$ cat src/rtl/cpu_pkg.sv
// Shared CPU definitions: sequencer states, entry kinds, handler vectors
// and the opcode fields the control decoder uses to recognise eret.
package cpu_pkg;

  typedef enum logic [1:0] {
    USER      = 2'd0,
    WAIT_SAFE = 2'd1,
    ENTER     = 2'd2,
    KERNEL    = 2'd3
  } state_e;

  typedef enum logic {
    KIND_IRQ = 1'b0,
    KIND_EXC = 1'b1
  } kind_e;

  localparam logic [2:0]  CAUSE_EXC  = 3'd7;

  localparam logic [31:0] IRQ_VECTOR = 32'h8000_0004;
  localparam logic [31:0] EXC_VECTOR = 32'h8000_0008;

  // eret is a COP0-format instruction identified by opcode plus funct
  localparam logic [5:0]  OPCODE_COP0 = 6'b010000;
  localparam logic [5:0]  FUNCT_ERET  = 6'b011000;

  // Return address after an exception skips the faulting instruction;
  // the add wraps naturally at 32 bits.
  function automatic logic [31:0] exc_return_pc(input logic [31:0] pc);
    return pc + 32'd4;
  endfunction

endpackage

$ cat src/rtl/sync2.sv
// Two-flop synchroniser for signals arriving asynchronously to clk.
module sync2 #(
  parameter int WIDTH = 1
) (
  input  logic             clk,
  input  logic             reset,
  input  logic [WIDTH-1:0] d_i,
  output logic [WIDTH-1:0] q_o
);

  logic [WIDTH-1:0] meta_q;
  logic [WIDTH-1:0] sync_q;

  // First flop may go metastable; the second gives it a cycle to settle.
  always_ff @(posedge clk or posedge reset) begin
    if (reset) begin
      meta_q <= '0;
      sync_q <= '0;
    end else begin
      meta_q <= d_i;
      sync_q <= meta_q;
    end
  end

  assign q_o = sync_q;

endmodule

$ cat src/rtl/irq_exc_sequencer.sv
// Interrupt/exception entry and eret exit sequencer for the 5-stage pipeline.
// Interrupts wait for an ID slot free of branches, jumps and stalls;
// exceptions enter immediately. EPC, cause and kernel mode are held until eret.
module irq_exc_sequencer
  import cpu_pkg::*;
#(
  parameter int          NUM_SRC    = 4,
  parameter logic [31:0] IRQ_VECTOR = cpu_pkg::IRQ_VECTOR,
  parameter logic [31:0] EXC_VECTOR = cpu_pkg::EXC_VECTOR
) (
  input  logic               clk,
  input  logic               reset,
  input  logic [NUM_SRC-1:0] irq_req,
  input  logic               mask_we,
  input  logic [NUM_SRC-1:0] mask_wdata,
  input  logic               exc_id,
  input  logic               eret_id,
  input  logic [31:0]        pc_id,
  input  logic               branch_id,
  input  logic               jump_id,
  input  logic               stall_id,
  output logic               intterupt,
  output logic               exception,
  output logic               flush_if,
  output logic               pc_redirect,
  output logic [31:0]        pc_target,
  output logic [31:0]        epc,
  output logic [2:0]         cause,
  output logic               kernel_mode,
  output logic               nest_err
);

  logic [NUM_SRC-1:0] irq_s;
  logic [NUM_SRC-1:0] enable_q;
  logic [NUM_SRC-1:0] req_vec;
  logic [2:0]         first_idx;
  logic               safe_slot;
  logic               eret_return;

  state_e             state_q;
  kind_e              kind_q;
  logic [31:0]        epc_q;
  logic [2:0]         cause_q;
  logic               nest_err_q;

  sync2 #(.WIDTH(NUM_SRC)) u_irq_sync (
    .clk   (clk),
    .reset (reset),
    .d_i   (irq_req),
    .q_o   (irq_s)
  );

  // Enable register: software may rewrite it in any state; the new mask
  // is seen by the pending check from the following cycle.
  always_ff @(posedge clk or posedge reset) begin
    if (reset) begin
      enable_q <= '0;
    end else if (mask_we) begin
      enable_q <= mask_wdata;
    end
  end

  assign req_vec   = irq_s & enable_q;
  assign safe_slot = !branch_id && !jump_id && !stall_id;

  // Lowest-index pending source wins; scanning downwards lets the last hit stick.
  always_comb begin
    first_idx = 3'd0;
    for (int i = NUM_SRC - 1; i >= 0; i--) begin
      if (req_vec[i]) begin
        first_idx = i[2:0];
      end
    end
  end

  // Sequencer FSM; EPC and cause are captured on the cycle that moves into
  // ENTER so a mask write during ENTER cannot disturb them.
  always_ff @(posedge clk or posedge reset) begin
    if (reset) begin
      state_q    <= USER;
      kind_q     <= KIND_IRQ;
      epc_q      <= '0;
      cause_q    <= '0;
      nest_err_q <= 1'b0;
    end else begin
      case (state_q)
        USER: begin
          if (exc_id) begin
            state_q <= ENTER;
            kind_q  <= KIND_EXC;
            epc_q   <= exc_return_pc(pc_id);
            cause_q <= CAUSE_EXC;
          end else if (|req_vec) begin
            state_q <= WAIT_SAFE;
          end
        end
        WAIT_SAFE: begin
          if (exc_id) begin
            state_q <= ENTER;
            kind_q  <= KIND_EXC;
            epc_q   <= exc_return_pc(pc_id);
            cause_q <= CAUSE_EXC;
          end else if (req_vec == '0) begin
            state_q <= USER;
          end else if (safe_slot) begin
            state_q <= ENTER;
            kind_q  <= KIND_IRQ;
            epc_q   <= pc_id;
            cause_q <= first_idx;
          end
        end
        ENTER: begin
          state_q <= KERNEL;
        end
        KERNEL: begin
          if (exc_id) begin
            nest_err_q <= 1'b1;
          end
          if (eret_id) begin
            state_q <= USER;
          end
        end
        default: begin
          state_q <= USER;
        end
      endcase
    end
  end

  assign eret_return = (state_q == KERNEL) && eret_id;

  // Redirect/flush/strobe outputs decoded from state and the registered kind.
  always_comb begin
    intterupt   = 1'b0;
    exception   = 1'b0;
    flush_if    = 1'b0;
    pc_redirect = 1'b0;
    pc_target   = 32'd0;
    if (state_q == ENTER) begin
      flush_if    = 1'b1;
      pc_redirect = 1'b1;
      if (kind_q == KIND_EXC) begin
        exception = 1'b1;
        pc_target = EXC_VECTOR;
      end else begin
        intterupt = 1'b1;
        pc_target = IRQ_VECTOR;
      end
    end else if (eret_return) begin
      flush_if    = 1'b1;
      pc_redirect = 1'b1;
      pc_target   = epc_q;
    end
  end

  assign epc         = epc_q;
  assign cause       = cause_q;
  assign nest_err    = nest_err_q;
  assign kernel_mode = (state_q == KERNEL);

endmodule

$ cat config.mk
export PLATFORM = sky130hd
export DESIGN_NAME = irq_exc_sequencer
export DESIGN_NICKNAME = d
export VERILOG_FILES = /design/src/rtl/cpu_pkg.sv /design/src/rtl/sync2.sv /design/src/rtl/irq_exc_sequencer.sv
export SDC_FILE = /design/constraint.sdc
export NUM_CORES = 1
export LEC_CHECK = 0
export ABC_AREA = 1
export BUFFER_PORTS_ARGS = -buffer_cell sky130_fd_sc_hd__buf_2
export CORE_MARGIN = 2
export CORE_UTILIZATION = 50
export DETAILED_ROUTE_END_ITERATION = 6
export GPL_ROUTABILITY_DRIVEN = 0
export HOLD_SLACK_MARGIN = 0.05
export PLACE_DENSITY = 0.78
export SLEW_MARGIN = 40
export SYNTH_ARGS = -nofsm -noshare
export SYNTH_HDL_FRONTEND = slang
export SYNTH_SLANG_ARGS = --single-unit
$ cat constraint.sdc
create_clock -name clk -period 1.73 [get_ports clk]
set_input_delay 0.173 -clock clk [delete_from_list [all_inputs] [get_ports clk]]
set_output_delay 0.173 -clock clk [all_outputs]
set_load 0.1 [all_outputs]
# --- Yosys cells after proc, flatten, opt, wreduce, memory -nomap -nowiden ---
# Cells that the tools add are included.
totals:
  regBits: 51
  input_bits: 48
  output_inout_bits: 73
  word_cells: 67
classes:
  add_sub_neg: 1
  eq_ne: 9
  n_mux: 35
  bitwise: 1
  n_reduce_logical: 13
ops:
  columns: ["op", "n"]
  rows:
  - ["2-to-1 mux 32 bit", 6]
  - ["one-hot mux 32 bit (2 select lines)", 1]
  - ["adder 32 x 3 -> 32 bit (second input constant)", 1]
  - ["2-to-1 mux 3 bit", 7]
  - ["2-to-1 mux 2 bit", 7]
  - ["2-to-1 mux 1 bit", 10]
  - ["!= test 3 bit (second input constant)", 3]
  - ["one-hot mux 2 bit (4 select lines)", 1]
  - ["one-hot mux 3 bit (2 select lines)", 1]
  - ["bitwise AND 4 bit", 1]
  - ["== test 2 bit (second input constant)", 2]
  - ["logical NOT 4 bit", 1]
  - ["2-to-1 mux 4 bit", 1]
  - ["!= test 2 bit (second input constant)", 2]
  - ["!= test 4 bit (second input constant)", 1]
  - ["AND reduction 4 bit", 1]
  - ["OR reduction 4 bit", 1]
  - ["logical AND 1 bit", 3]
  - ["logical NOT 1 bit", 3]
  - ["AND reduction 3 bit", 1]
  - ["== test 2 x 1 -> 1 bit (second input constant)", 1]
  - ["logical NOT 2 bit", 1]
  - ["one-hot mux 1 bit (2 select lines)", 1]
  - ["AND reduction 2 bit", 1]
  - ["nonzero test 2 bit", 1]

# --- Depth between registers and ports, before layout ---
logic_depth:
  word_depth: 9
  depth_mapped: 10
  mapped_depth_nobuf: 9

# --- Modules after synthesis ---
# From an unflattened synthesis, not the netlist that was laid out.
unflattened:
  hier_cells: 463
  hier_area_um2: 3113.0
by_module_without_submodules:
  columns: ["module", "instances", "cells_per_inst", "area_per_inst_um2", "seq_area_each_um2"]
  rows:
  - ["irq_exc_sequencer", 1, 454, 2909.0, 1051.0]
  - ["sync2", 1, 9, 203.9, 200.2]

# --- Least setup slack after synthesis ---
# OpenSTA, ideal clock, no wires.
synth_path:
  path_kind: "reg-to-output"
  start: "register state_q[0]"
  end: "output port pc_target[2]"
  arrival_ps: 2901
  t_required_ps: 1557
  setup_slack_ps: -1344
  path_stages_with_launch: 5
  n_path_buf: 0
  path_cell_list: "dfrtp_1 -> nand2_1 -> inv_1 -> nand2_1 -> o22ai_1"
synth_between:
  elab_chain_len: 4
  word_cells_on_any_way: 5
  cone_classes: "2 x eq/ne; 2 x mux; 1 x reduce/logical"
synth_rtl:
  columns: ["item", "line", "rtl"]
  rows:
  - ["start, declared", "irq_exc_sequencer.sv:40", "state_e state_q;"]
  - ["start signal, assigned", "irq_exc_sequencer.sv:80", "state_q <= USER;"]
  - ["start signal, assigned", "irq_exc_sequencer.sv:89", "state_q <= ENTER;"]
  - ["start signal, assigned", "irq_exc_sequencer.sv:94", "state_q <= WAIT_SAFE;"]
  - ["== test 2 bit", null, null]
  - ["named net kernel_mode", "irq_exc_sequencer.sv:29", "output logic kernel_mode,"]
  - ["logical AND 1 bit", "irq_exc_sequencer.sv:130", "assign eret_return = (state_q == KERNEL) && eret_id;"]
  - ["2-to-1 mux 32 bit", "irq_exc_sequencer.sv:149", "end else if (eret_return) begin"]
  - ["2-to-1 mux 32 bit", "irq_exc_sequencer.sv:139", "if (state_q == ENTER) begin"]
  - ["end, declared", "irq_exc_sequencer.sv:26", "output logic [31:0] pc_target,"]
# The timed path passes the listed nets, and every way through them passes these cells.

# --- Worst setup path after layout ---
layout_path:
  start: "register state_q[0]"
  end: "output port pc_target[13]"
layout_between:
  elab_chain_len: 4
  word_cells_on_any_way: 5
  cone_classes: "2 x eq/ne; 2 x mux; 1 x reduce/logical"
layout_rtl:
  columns: ["item", "line"]
  rows:
  - ["== test 2 bit", "irq_exc_sequencer.sv:130"]
  - ["logical AND 1 bit", "irq_exc_sequencer.sv:130"]
  - ["2-to-1 mux 32 bit", "irq_exc_sequencer.sv:149"]
  - ["2-to-1 mux 32 bit (*)", "irq_exc_sequencer.sv:139"]
# Mark *: on every way between the ends. The rest lies on a longest branch, timed or not.

==> flow_summary_export.csv <==
group,metric,value,unit
setup_path,cp-end-kind,"output pin",
logic_synthesis,synth.avg_cell_area,7.19,µm²
route,antenna_left,0,
floorplan,die_area,6980,µm²
route,drt_iter0_drc,231,
setup_path,required,1560,ps
logic_synthesis,syn_area,3160,µm²
placed_design,port-buffer-count,120,
global_routing,grt_overflow,0,
timing,fmax,580,MHz
logic_synthesis,ys_ff_latch,50,
final_layout,ff_latch_area,1250,µm²
clock_network,root_buffer,"clkbuf_8",
placed_design,preCtsSetupSlack,150,ps
logic_synthesis,synth_edf_count,0,
worst_hold_path,hold_path.class,"input pin to register",
logic_synthesis,yosysTopAreaCell,"dfrtp_1",
route,drcViolationCount,0,
worst_hold_path,hold_depth,3,
setup_path,crit_chain,"nand2_4, clkinvlp_4, nand2_8, clkbuf_16, nor2_4, buf_12",
floorplan,rows,28,
timing,rsz0062_at_grt,"true",
run_status,outcome,"finished clean",
placed_design,placed_area,4680,µm²
clock_network,insertion_delay,300,ps
logic_synthesis,ys_warn_count,0,
setup_path,r2r_setup_slack,90,ps
timing,setup_ws,4.72,ps
global_routing,use_met2,47.2,%
setup_path,rr_worst_depth,9,
final_layout,final_area,5000,µm²
timing,slew_viol_final,0,
timing,tightest_slew,500,ps
timing,finalCritPeriodShare,99.7,%
route,vias_per_cell,5.23,
timing,hold_violations,0,
global_routing,grt_start_max_net_pins,31,
placed_design,dp_hpwl,7.10,mm
run,max_cap_violations,0,
floorplan,die_w,83.5,µm
placed_design,dpl.cell_count,630,
final_layout,drive_gt1_share,41.1,%
route,vias,3407,
clock_network,clock-sinks,50,
final_layout,nFillCells,384,
setup_path,cp-start-kind,"register",
timing,post-route-min-period,1730,ps
route,dr.pass1.iters,6,
clock_network,cts_tree,"done",
final_layout,fin_nets,625,
floorplan,die_height,83.5,µm
floorplan,boundaryPins,121,
setup_path,worstSetupPathType,"register to output pin",
setup_path,cp_max_fo,7,
logic_synthesis,seq_area_frac_synth,39.6,%
global_routing,grtUsageMet1,33.7,%
setup_path,r2r_end,"epc[18]",
timing,maxSlewHeadroom,66.9,%
timing,timing.final.setup_violations,0,
setup_path,slowest_stage,"dfrtp_2",
clock_network,ctsLongestPathBuffers,2,
setup_path,arrival,1550,ps
clock_network,cts_buffers,5,
logic_synthesis,synth.distinct_cells,32,
clock_network,path_clk_slew,100,ps
logic_synthesis,synth_area_leaders,"dfrtp_1 40%, nand2_1 14%, nand3_1 8.7%",
worst_hold_path,hold_end,"epc[1]",
clock_network,htree_levels,2,
floorplan,start_util,52.5,%
final_layout,final_core_util,83.0,%
logic_synthesis,synth_nets,489,
timing,fin_skew,11.0,ps
logic_synthesis,synthArstFlopShare,100,%
setup_path,worst-path-buf-inv,3,
logic_synthesis,synth_top_area_share,39.6,%
setup_path,rr_startpoint,"state_q[1]",
global_routing,grt_pass1_wl,15.4,mm
route,wl_per_cell,14.2,µm
route,drt_wl_total,9.25,mm
global_routing,grt_pass1_vias,3324,
logic_synthesis,synth_flop_cell,"dfrtp_1",
final_layout,area_growth_syn_to_layout,58.0,%
setup_path,slowest_delay,450,ps
global_routing,use_met3,4.75,%
setup_path,cp_top_family,"buffers and inverters",
floorplan,coreArea,6030,µm²
logic_synthesis,syn_inst,440,
global_routing,grt_busiest_layer,"met2",
global_routing,grt_usage,26.6,%
worst_hold_path,min_from,"pc_id[1]",
final_layout,multi_input_area,1870,µm²
final_layout,n_antenna_cell,0,
global_routing,antenna_found_initial,0,
final_layout,layout.cells.non_filler,652,
synthesized netlist by cell type (6+ instances only):
cell type and number:
nor2_4 6, inv_1 63, o21bai_1 6, nor2_1 51, o21ai_2 9, dfrtp_1 50
nand2_2 9, nand3_1 55, nand2_1 116, o21ai_1 12, nor2_2 14
timing repair:
item                                   4_1_cts  5_1_grt
setup endpoints to repair                   33       37
pin swaps                                    2        8
setup buffers                                6        1
gates resized for setup                      6        7
hold buffers                                 5        0
gates cloned                                 1        1
endpoints found under the hold margin       24        0
layout make-up:
| cell class | instances | area share (%) |
|---|---|---|
| Sequential cell | 50 | 25.1 |
| Clock inverter | 3 | 0.876 |
| Clock buffer | 5 | 1.38 |
| Timing Repair Buffer | 141 | 28.1 |
| Inverter | 68 | 5.28 |
| Multi-Input combinational cell | 310 | 37.4 |
| Tap cell | 75 | 1.88 |
tightest hold or removal path: cells and delay by family:
kind	cells	cell delay, ps
AOI/OAI and AO/OA	1	60
buffers and inverters	1	80
and+or+nand+nor	1	50
cells in the final DEF (no fill, tap or decap), types with 2 or more instances in the layout:
cell,count
buf_4,8
nand3_1,55
nand2_2,9
nor2_2,17
nand2_8,3
nor2_4,35
nand2_4,2
buf_2,84
clkbuf_8,5
o21bai_1,6
o21ai_2,9
buf_16,2
dlygate4sd3_1,5
buf_12,38
mux2_2,4
buf_6,3
xor2_1,5
inv_6,2
o211ai_1,2
nand4_1,3
o21ai_0,4
dfrtp_1,48
xnor2_1,3
nand2_1,112
inv_2,6
dfrtp_2,2
nor2_1,19
o21ai_1,12
inv_1,60
o22ai_4,2
kinds of logic (layout without fill, tap and decap cells):
family	Yosys count	in the layout	share of synthesized area, %
adders and majority gates	1	1	0.396
buffers and inverters	80	217	11.1
AOI/OAI and AO/OA	37	37	7.67
muxes	4	4	1.42
and+or+nand+nor	260	260	37.6
xor gates and xnor gates	8	8	2.22
DFF	50	50	39.6
worst max path at each step:
stage                     startpoint             to  depth (start not counted)
after global placement    state_q[0]    pc_redirect                          6
after global routing      state_q[1]   pc_target[9]                          6
after CTS                 state_q[0]   pc_target[2]                          5
after detailed placement  state_q[0]       flush_if                          6
after floorplan           state_q[0]    pc_redirect                          6
final                     state_q[0]  pc_target[13]                          6
per-stage QoR:
step                setup TNS [ps]  hold WS (ps)
floorplan                    -7090           204
global placement                 0           204
detailed placement               0           209
CTS                              0          84.2
global route                  -439          84.9
finish                           0          91.8
sequential cells by signal (all words and copies together), names as in the netlist:
name and count:
epc 32, enable_q 4, u_irq_sync.meta_q 4, u_irq_sync.q_o 4
cause 3, state_q 2, nest_err 1
layer usage:
layer | wire (µm) | up-vias
met5 | 0 | -
met4 | 107 | 0
met3 | 545 | 12
met2 | 4700 | 127
met1 | 3900 | 1615
li1 | - | 1653
Power is left out: the tool's default activity adds up to more than one toggle a clock period on the data nets, which glitch-free logic cannot reach.
